$ cat src/rtl/fetch_pkg.sv
// Shared types and constants for the instruction fetch stage.
package fetch_pkg;

    localparam int unsigned XLEN        = 32;
    localparam int unsigned INSTR_BYTES = 4;

    // One decoded-ready entry: the fetch PC and the word returned for it.
    typedef struct packed {
        logic [XLEN-1:0] pc;
        logic [XLEN-1:0] instr;
    } fetch_entry_t;

endpackage

$ cat src/rtl/fetch_fifo.sv
// Synchronous FIFO with asynchronous active-low clear and synchronous flush.
// DEPTH must be a power of two so the pointers wrap naturally.
module fetch_fifo #(
    parameter int unsigned WIDTH = 32,
    parameter int unsigned DEPTH = 4,
    localparam int unsigned AW   = $clog2(DEPTH),
    localparam int unsigned CW   = $clog2(DEPTH + 1)
) (
    input  logic             clk,
    input  logic             rst,
    input  logic             flush,
    input  logic             push,
    input  logic [WIDTH-1:0] push_data,
    input  logic             pop,
    output logic [WIDTH-1:0] pop_data,
    output logic [CW-1:0]    count
);

    logic [WIDTH-1:0] mem_q [DEPTH];
    logic [AW-1:0]    wr_ptr_q, wr_ptr_d;
    logic [AW-1:0]    rd_ptr_q, rd_ptr_d;
    logic [CW-1:0]    cnt_q, cnt_d;
    logic             do_push, do_pop;

    // Pointer and occupancy next-state; flush wins over push and pop.
    always_comb begin
        do_pop   = pop && (cnt_q != '0);
        do_push  = push && ((cnt_q != CW'(DEPTH)) || do_pop);
        wr_ptr_d = wr_ptr_q;
        rd_ptr_d = rd_ptr_q;
        cnt_d    = cnt_q;
        if (flush) begin
            wr_ptr_d = '0;
            rd_ptr_d = '0;
            cnt_d    = '0;
        end else begin
            if (do_push) wr_ptr_d = wr_ptr_q + AW'(1);
            if (do_pop)  rd_ptr_d = rd_ptr_q + AW'(1);
            cnt_d = cnt_q + CW'(do_push) - CW'(do_pop);
        end
    end

    // Pointer and occupancy registers.
    always_ff @(posedge clk or negedge rst) begin
        if (!rst) begin
            wr_ptr_q <= '0;
            rd_ptr_q <= '0;
            cnt_q    <= '0;
        end else begin
            wr_ptr_q <= wr_ptr_d;
            rd_ptr_q <= rd_ptr_d;
            cnt_q    <= cnt_d;
        end
    end

    // Storage; cleared on reset so the read port shows zero afterwards.
    always_ff @(posedge clk or negedge rst) begin
        if (!rst) begin
            mem_q <= '{default: '0};
        end else if (do_push && !flush) begin
            mem_q[wr_ptr_q] <= push_data;
        end
    end

    // Head of queue and occupancy.
    always_comb begin
        pop_data = mem_q[rd_ptr_q];
        count    = cnt_q;
    end

endmodule

$ cat src/rtl/instruction_fetch.sv
// Fetch stage: issues in-order word requests from the current PC, pairs returned words with
// their PC and queues them for decode. Redirects reload the PC and squash older fetches.
module instruction_fetch
    import fetch_pkg::*;
#(
    parameter int unsigned DEPTH = 4
) (
    input  logic            clk,
    input  logic            rst,
    input  logic [XLEN-1:0] pc_in,
    output logic            pc_en,
    output logic [XLEN-1:0] pc_next,
    input  logic            redirect_valid,
    input  logic [XLEN-1:0] redirect_pc,
    output logic            imem_req_valid,
    output logic [XLEN-1:0] imem_req_addr,
    input  logic            imem_req_ready,
    input  logic            imem_rsp_valid,
    input  logic [XLEN-1:0] imem_rsp_data,
    output logic            if_valid,
    output logic [XLEN-1:0] if_pc,
    output logic [XLEN-1:0] if_instr,
    input  logic            if_ready
);

    localparam int unsigned CW = $clog2(DEPTH + 1);
    localparam int unsigned EW = $bits(fetch_entry_t);

    logic [CW-1:0]   out_cnt_q, out_cnt_d;
    logic [CW-1:0]   drop_cnt_q, drop_cnt_d;
    logic [CW-1:0]   q_cnt, infl_cnt;
    logic [CW:0]     credit_used;
    logic            accept, discard, q_push, q_pop;
    logic [XLEN-1:0] infl_pc;
    fetch_entry_t    q_wdata, q_rdata;

    // Request issue and PC select; redirect has priority over a normal advance.
    always_comb begin
        credit_used    = {1'b0, out_cnt_q} + {1'b0, q_cnt};
        imem_req_valid = rst && !redirect_valid && (credit_used < (CW + 1)'(DEPTH));
        imem_req_addr  = {pc_in[XLEN-1:2], 2'b00};
        accept         = imem_req_valid && imem_req_ready;
        pc_en          = rst && (redirect_valid || accept);
        pc_next        = '0;
        if (rst && redirect_valid) begin
            pc_next = redirect_pc;
        end else if (accept) begin
            pc_next = pc_in + XLEN'(INSTR_BYTES);
        end
    end

    // Response routing: stale responses (older than a redirect) are dropped.
    always_comb begin
        discard       = redirect_valid || (drop_cnt_q != '0);
        q_push        = imem_rsp_valid && !discard;
        q_pop         = if_valid && if_ready;
        q_wdata.pc    = infl_pc;
        q_wdata.instr = imem_rsp_data;
    end

    // Credit and drop counter next-state; no accept can coincide with a redirect.
    always_comb begin
        out_cnt_d  = out_cnt_q + CW'(accept) - CW'(imem_rsp_valid);
        drop_cnt_d = drop_cnt_q;
        if (redirect_valid) begin
            drop_cnt_d = out_cnt_q - CW'(imem_rsp_valid);
        end else if (imem_rsp_valid && (drop_cnt_q != '0)) begin
            drop_cnt_d = drop_cnt_q - CW'(1);
        end
    end

    // Credit and drop counter registers.
    always_ff @(posedge clk or negedge rst) begin
        if (!rst) begin
            out_cnt_q  <= '0;
            drop_cnt_q <= '0;
        end else begin
            out_cnt_q  <= out_cnt_d;
            drop_cnt_q <= drop_cnt_d;
        end
    end

    // PCs of accepted requests, popped in order as responses return (stale ones included).
    fetch_fifo #(
        .WIDTH (XLEN),
        .DEPTH (DEPTH)
    ) u_infl_fifo (
        .clk       (clk),
        .rst       (rst),
        .flush     (1'b0),
        .push      (accept),
        .push_data (pc_in),
        .pop       (imem_rsp_valid),
        .pop_data  (infl_pc),
        .count     (infl_cnt)
    );

    // Entries waiting for decode; emptied on redirect.
    fetch_fifo #(
        .WIDTH (EW),
        .DEPTH (DEPTH)
    ) u_out_fifo (
        .clk       (clk),
        .rst       (rst),
        .flush     (redirect_valid),
        .push      (q_push),
        .push_data (q_wdata),
        .pop       (q_pop),
        .pop_data  (q_rdata),
        .count     (q_cnt)
    );

    // Decode-facing outputs.
    always_comb begin
        if_valid = (q_cnt != '0);
        if_pc    = q_rdata.pc;
        if_instr = q_rdata.instr;
    end

    // A response with nothing outstanding is a memory protocol violation.
    a_rsp_outstanding : assert property (@(posedge clk) disable iff (!rst)
        imem_rsp_valid |-> ((out_cnt_q != '0) && (infl_cnt == out_cnt_q)));

endmodule

$ cat config.mk
export PLATFORM = sky130hd
export DESIGN_NAME = instruction_fetch
export DESIGN_NICKNAME = d
export VERILOG_FILES = /design/src/rtl/fetch_pkg.sv /design/src/rtl/fetch_fifo.sv /design/src/rtl/instruction_fetch.sv
export SDC_FILE = /design/constraint.sdc
export NUM_CORES = 1
export LEC_CHECK = 0
export CAP_MARGIN = 25
export CORE_ASPECT_RATIO = 1.5
export CORE_UTILIZATION = 56
export CTS_CLUSTER_DIAMETER = 80
export CTS_CLUSTER_SIZE = 16
export DETAILED_ROUTE_END_ITERATION = 7
export PLACE_DENSITY = 0.8
export REMOVE_ABC_BUFFERS = 1
export SYNTH_ARGS = -nofsm -noshare
export SYNTH_HDL_FRONTEND = slang
export SYNTH_SLANG_ARGS = --single-unit
$ cat constraint.sdc
create_clock -name clk -period 5.2 [get_ports clk]
set_clock_uncertainty 0.2 [all_clocks]
set_input_delay 1.56 -clock clk [delete_from_list [all_inputs] [get_ports clk]]
set_output_delay 1.56 -clock clk [all_outputs]
set_load 0.02 [all_outputs]
Word-level counts from Yosys, hierarchy flattened
Cells that the tools add are included.
Word-level totals
  register bits: 404
  input bits: 102
  output and inout bits: 131
Operators by class
  $add $sub $neg: 14
  magnitude comparators: 7
  eq/ne operators: 2
  muxes and demuxes: 21
  bitwise operators: 4
  reduce and logical (&&, ||, !) cells: 27
Operators by type and width (number)
  bitwise mux 256 bit: 1
  2-to-1 mux 64 bit: 3
  2-to-1 mux 32 bit: 5
  binary-select mux 64 bit (select 2 bit): 1
  bitwise mux 128 bit: 1
  demux 64 bit (select 2 bit): 1
  binary-select mux 32 bit (select 2 bit): 1
  demux 32 bit (select 2 bit): 1
  adder 32 x 3 -> 32 bit, second input constant: 1
  logical AND 1 bit: 15
  greater-or-equal comparator 3 bit, second input constant: 4
  NOT 2 -> 3 bit: 4
  subtractor 3 x 1 -> 3 bit: 4
  adder 3 x 1 -> 3 bit: 3
  2-to-1 mux 3 bit: 3
  nonzero test 3 bit: 3
  adder 2 x 1 -> 2 bit, second input constant: 4
  2-to-1 mux 2 bit: 4
  less-than comparator 3 x 1 -> 1 bit, second input constant: 2
  != test 3 bit, second input constant: 2
  nonzero test 2 bit: 3
  adder 3 x 3 -> 4 bit: 1
  logical OR 1 bit: 4
  less-than comparator 4 x 3 -> 1 bit, second input constant: 1
  other kinds (2): 3

Logic depth before layout (Yosys ltp)
  depth in word-level cells: 8
  depth in mapped cells: 12
  mapped depth without buffers: 10

Cells and area by module
From an unflattened synthesis, not the netlist that was laid out.
Second synthesis, totals
  cells, all modules: 1241
  area, all modules: 20030.5 um^2
Modules (own cells, without submodules)
  fetch_fifo (u_out_fifo): times used 1, cells an instance 661, area each 12074.1 um^2, sequential area each 6581.3 um^2
  fetch_fifo (u_infl_fifo): times used 1, cells an instance 355, area each 6349.8 um^2, sequential area each 3378.2 um^2
  instruction_fetch: times used 1, cells an instance 225, area each 1606.5 um^2, sequential area each 150.1 um^2

Least setup slack after synthesis
No wires, ideal clock.
  path type: input -> output
  start: in pc_in[4]
  end: out pc_next[28]
  arrival: 3.657 ns
  data required time: 3.440 ns
  slack: -0.217 ns
  cell stages on the path: 7
  path through: clkbuf_1 nand4_1 nor4_1 clkbuf_1 nand4_1 xor2_1 o21ai_0
On the way
  cells in the longest elaborated chain, start to end: 3
RTL lines
  start: declaration: RTL line instruction_fetch.sv:10  | input logic [XLEN-1:0] pc_in,
  adder 32 x 3 -> 32 bit: RTL line instruction_fetch.sv:48  | pc_next = pc_in + XLEN'(INSTR_BYTES);
  2-to-1 mux 32 bit: RTL line instruction_fetch.sv:47  | end else if (accept) begin
  2-to-1 mux 32 bit: RTL line instruction_fetch.sv:45  | if (rst && redirect_valid) begin
  end: declaration: RTL line instruction_fetch.sv:12  | output logic [XLEN-1:0] pc_next,
Every way passes these cells.

Final worst setup path
  start: in rst
  end: out pc_next[5]
On the way
  cells in the longest elaborated chain, start to end: 5
  elaborated cells on any way between the ends: 6
RTL lines
  start: declaration: RTL line instruction_fetch.sv:9  | input logic rst,
  logical AND 1 bit (2 in a row): RTL line instruction_fetch.sv:40  | imem_req_valid = rst && !redirect_valid && (credit_used < (CW + 1)'(DEPTH));
  logical AND 1 bit: RTL line instruction_fetch.sv:42  | accept = imem_req_valid && imem_req_ready;
  2-to-1 mux 32 bit: RTL line instruction_fetch.sv:47
  2-to-1 mux 32 bit *: RTL line instruction_fetch.sv:45
Mark *: on every way between the ends. The rest lies on a longest branch, timed or not.

==> results.sh <==
export IMPL_status="finished with violations"
export IMPL_violated_checks="design-rule violations"
export IMPL_share_comb_of_total_power_pct=36.8
export IMPL_die_area_sq_um=34500
export IMPL_synth_compound_gate_area_share_pct=1.119
export IMPL_static_leakage_power_nw=10.72
export IMPL_post_synth_xor_area_fraction_pct=1.947
export IMPL_die_width_um=152.0
export IMPL_final_min_clock_period_ps=5137
export IMPL_synth_seq_cells=404
export IMPL_floorplan_initialDensity_pct=56.67
export IMPL_clk_latency_ps=560
export IMPL_largest_family_of_logic_cells_by_synthesized_area="multiplexers"
export IMPL_timing_critical_path_mode_cell="sky130_fd_sc_hd__or4b_1"
export IMPL_io_pins=233
export IMPL_post_layout_net_count=1614
export IMPL_number_of_enable_type_register_cells_in_the_synthesized_netlist=0
export IMPL_cts_tree="yes"
export IMPL_drv_max_cap_violation_count=0
export IMPL_grt_max_degree=197
export IMPL_drt_antenna_violating_nets=0
export IMPL_postSynth_topFlopCell="sky130_fd_sc_hd__dfrtp_1"
export IMPL_number_of_remaining_drc_errors=64
export IMPL_tns_ps=0
export IMPL_wire_per_inst_um=22.54
export IMPL_synthAdderAreaFrac_pct=1.708
export IMPL_place_congestion=0.8021
export IMPL_yosys_warnings=0
export IMPL_netlist_area_sq_um=18900
export IMPL_ctsLongestPathBuffers=3
export IMPL_post_synthesis_mux_area_share_pct=34.51
export IMPL_globalRouteTotalUtil_pct=25.75
export IMPL_crit_path_end_kind="output pin"
export IMPL_cts_root_buffer="sky130_fd_sc_hd__clkbuf_16"
export IMPL_cts_hold_fix_buffers=0
export IMPL_min_path_type="flop to flop"
export IMPL_synthToLayoutAreaGrowth_pct=19.62
export IMPL_finalSetupViolCount=0
export IMPL_power_switching_mw=3.301
export IMPL_via_count_of_the_first_global_routing_pass=12280
export IMPL_final_period_utilization_pct=98.79
export IMPL_crit_chain="buf_8 > or4b_1 > or4b_1 > buf_4 > o21ai_0 > clkdlybuf4s15_1"
export IMPL_placed_cells_incl_taps=1873
export IMPL_route_detailed_vias_per_inst=5.918
export IMPL_final_hold_violation_count=0
export IMPL_gr_total_overflow=0
export IMPL_ir_drop_uv=252.9
export IMPL_port_buffers=230
export IMPL_syn_mean_instance_area_sq_um=15.13
export IMPL_power_per_cell_area_nw_per_um2=467.9
export IMPL_worstPathArrival_ps=3380
export IMPL_rsz0062_at_grt="false"
export IMPL_power_frac_seq_pct=44.1
export IMPL_dieHeight_um=227.0
export IMPL_cts_max_level=1
export IMPL_path_class="primary input to output pin"
export IMPL_final_layout_size_suffix_gt1_share_pct=43.45
export IMPL_grt_first_pass_wirelength_um=68010
export IMPL_cts_inserted_buffers=29
export IMPL_clkTransAtPathRegs_ps=70
export IMPL_synthDistinctLibCells=38
export IMPL_crit_path_start_kind="primary input"
export IMPL_fmax_ghz=0.1947
export IMPL_intPower_mw=7.275
export IMPL_post_synth_inst_count=1249
export IMPL_timing_final_max_slew_violations=0
export IMPL_drt_initial_drc_count=599
export IMPL_standard_cell_core_area_sq_um=33340
export IMPL_synth_simple_gate_area_share_pct=3.304
export IMPL_critPathMaxStageDelay_ps=530
export IMPL_grt_antenna_before_repair=1
export IMPL_final_cells=1910
export IMPL_num_rows=82
export IMPL_standard_cell_with_the_maximum_stage_delay_on_the_critical_path="sky130_fd_sc_hd__or4b_1"
export IMPL_critPathMaxFanout=12
export IMPL_timing_slew_headroom_pct=28.51
export IMPL_routed_via_count=11300
export IMPL_place_detailed_hpwl_um=28590
export IMPL_crit_path_required_time_ps=3440
export IMPL_power_switching_share_pct=31.21
export IMPL_pwr_share_clk_pct=19.1
export IMPL_tightestPinTransition_ps=1072
export IMPL_routed_wl_um=43050
export IMPL_cts_sinks=404
export IMPL_synth_async_reset_ratio_pct=100.0
export IMPL_yosysSeqAreaShare_pct=53.50
export IMPL_detailed_router_iteration_count_before_antenna_repair=7
==> cells in the final DEF, fill, tap and decap left out, types with 3 or more instances in the layout <==
master,netlist,final
sky130_fd_sc_hd__dfrtp_1,404,401
sky130_fd_sc_hd__dlymetal6s2s_1,0,5
sky130_fd_sc_hd__a32o_1,3,3
sky130_fd_sc_hd__o21ai_0,32,25
sky130_fd_sc_hd__nand3_1,10,9
sky130_fd_sc_hd__o21ai_1,0,7
sky130_fd_sc_hd__buf_2,0,15
sky130_fd_sc_hd__nand2_1,50,46
sky130_fd_sc_hd__clkdlybuf4s15_1,0,6
sky130_fd_sc_hd__buf_4,33,85
sky130_fd_sc_hd__xor2_1,26,24
sky130_fd_sc_hd__ha_1,21,20
sky130_fd_sc_hd__nand2_4,4,8
sky130_fd_sc_hd__and3_1,3,3
sky130_fd_sc_hd__nor2_1,12,12
sky130_fd_sc_hd__mux4_2,96,96
sky130_fd_sc_hd__xnor2_1,16,15
sky130_fd_sc_hd__inv_1,24,24
sky130_fd_sc_hd__mux2_2,376,376
sky130_fd_sc_hd__and4_1,4,4
sky130_fd_sc_hd__clkbuf_16,0,29
sky130_fd_sc_hd__dlygate4sd2_1,0,4
sky130_fd_sc_hd__nand4_1,18,18
sky130_fd_sc_hd__buf_12,0,5
sky130_fd_sc_hd__mux2_1,4,4
sky130_fd_sc_hd__clkdlybuf4s50_1,0,186
sky130_fd_sc_hd__mux2_4,4,4
sky130_fd_sc_hd__fa_1,3,3
sky130_fd_sc_hd__clkbuf_2,0,9
sky130_fd_sc_hd__nor3_1,3,3
==> critical path: cells and delay by family <==
kind,cells,cell delay [ps]
AO/OA/AOI/OAI,1,180
buffers and inverters,3,640
AND/OR/NAND/NOR,2,980
==> sequential cells by signal (all words and copies together), names as in the netlist <==
register / count
u_out_fifo.rd_ptr_q: 2
u_infl_fifo.mem_q: 128
drop_cnt_q: 3
u_out_fifo.count: 3
u_infl_fifo.rd_ptr_q: 2
u_infl_fifo.count: 3
u_out_fifo.wr_ptr_q: 2
u_out_fifo.mem_q: 256
out_cnt_q: 3
u_infl_fifo.wr_ptr_q: 2
==> logic make-up after synthesis <==
group | Yosys count
AND/OR/NAND/NOR | 119
other | 1
AO/OA/AOI/OAI | 38
XOR/XNOR | 42
adder cells (fa/ha/maj) | 24
buffers and inverters | 139
flip-flops | 404
multiplexers | 482
==> power by group through the flow <==
stage	sequential, mW	combinational, mW	clock [mW]
final	4.66	3.90	2.02
after global placement	4.64	3.84	0
after floorplan	4.60	2.51	0
after global routing	4.78	4.18	2.17
after CTS	4.66	3.94	2.07
after detailed placement	4.71	3.95	0
==> stage by stage <==
stage	hold slack (ps)	area (sq um)	power [mW]	setup slack, ps	utilization (%)
floorplan	258.7	18260	7.116	-308.4	-
global placement	269.0	21860	8.478	-529.4	65.56
detailed placement	278.5	21860	8.661	-568.1	65.56
CTS	295.5	22590	10.68	1.282	67.74
global route	311.2	22600	11.13	1.600	67.78
finish	294.1	22600	10.58	62.66	67.79
==> routing by layer <==
layer | wire (um) | global-route usage [%] | vias up
met5 | 0 | 0 | -
met4 | 947 | 7.439 | 0
met3 | 1688 | 2.684 | 55
met2 | 22500 | 46.16 | 276
met1 | 17920 | 33.51 | 5999
li1 | - | - | 4973
==> synth_stat cells (all sizes together), types with 2 or more instances <==
cell type / number / area [sq um]
clkbuf: 56 / 210.2
nand3: 10 / 50.05
nor3: 3 / 15.01
o21ai: 32 / 160.2
and2: 4 / 25.02
dfrtp: 404 / 10110
and4: 4 / 35.03
nor2: 13 / 56.30
nor4b: 3 / 26.28
a32o: 3 / 30.03
ha: 21 / 262.8
fa: 3 / 60.06
mux2: 384 / 4339
nand4: 18 / 112.6
inv: 24 / 90.09
mux4: 96 / 2162
xor2: 26 / 227.7
mux2i: 2 / 20.02
xnor2: 16 / 140.1
nand2: 54 / 232.7
or4b: 2 / 20.02
buf: 59 / 435.4
and3: 3 / 18.77
==> timing repair <==
item | 4_1_cts | 5_1_grt
cloned | 1 | 0
gates resized for setup | 120 | 52
endpoints found under the setup margin | 33 | 31
buffers inserted | 2 | 0
pin swaps | 4 | 4
==> path summary, 6_finish.rpt <==
kind / start / slack (ps) / endpoint / cells past startpoint
min in group asynchronous: rst / 1070 / u_infl_fifo.mem_q[65] / 3
min reg2reg: u_infl_fifo.mem_q[72] / 290 / u_infl_fifo.mem_q[72] / 1
max: rst / 60 / pc_next[5] / 6
max in group asynchronous: rst / 2110 / u_infl_fifo.mem_q[50] / 4
min: u_infl_fifo.mem_q[72] / 290 / u_infl_fifo.mem_q[72] / 1
max reg2reg: out_cnt_q[2] / 1630 / u_infl_fifo.count[2] / 10
==> layout make-up <==
class | count | area, sq um
antenna | 1 | 2.502
timing repair buffer | 322 | 2978
inverter | 24 | 90.09
multi-input combinational | 707 | 8140
tap | 420 | 525.5
clock inverter | 1 | 16.27
sequential | 404 | 10120
fill | 2360 | 10740
clock buffer | 31 | 733.2
No activity file was read; power rests on OpenSTA's default activity.
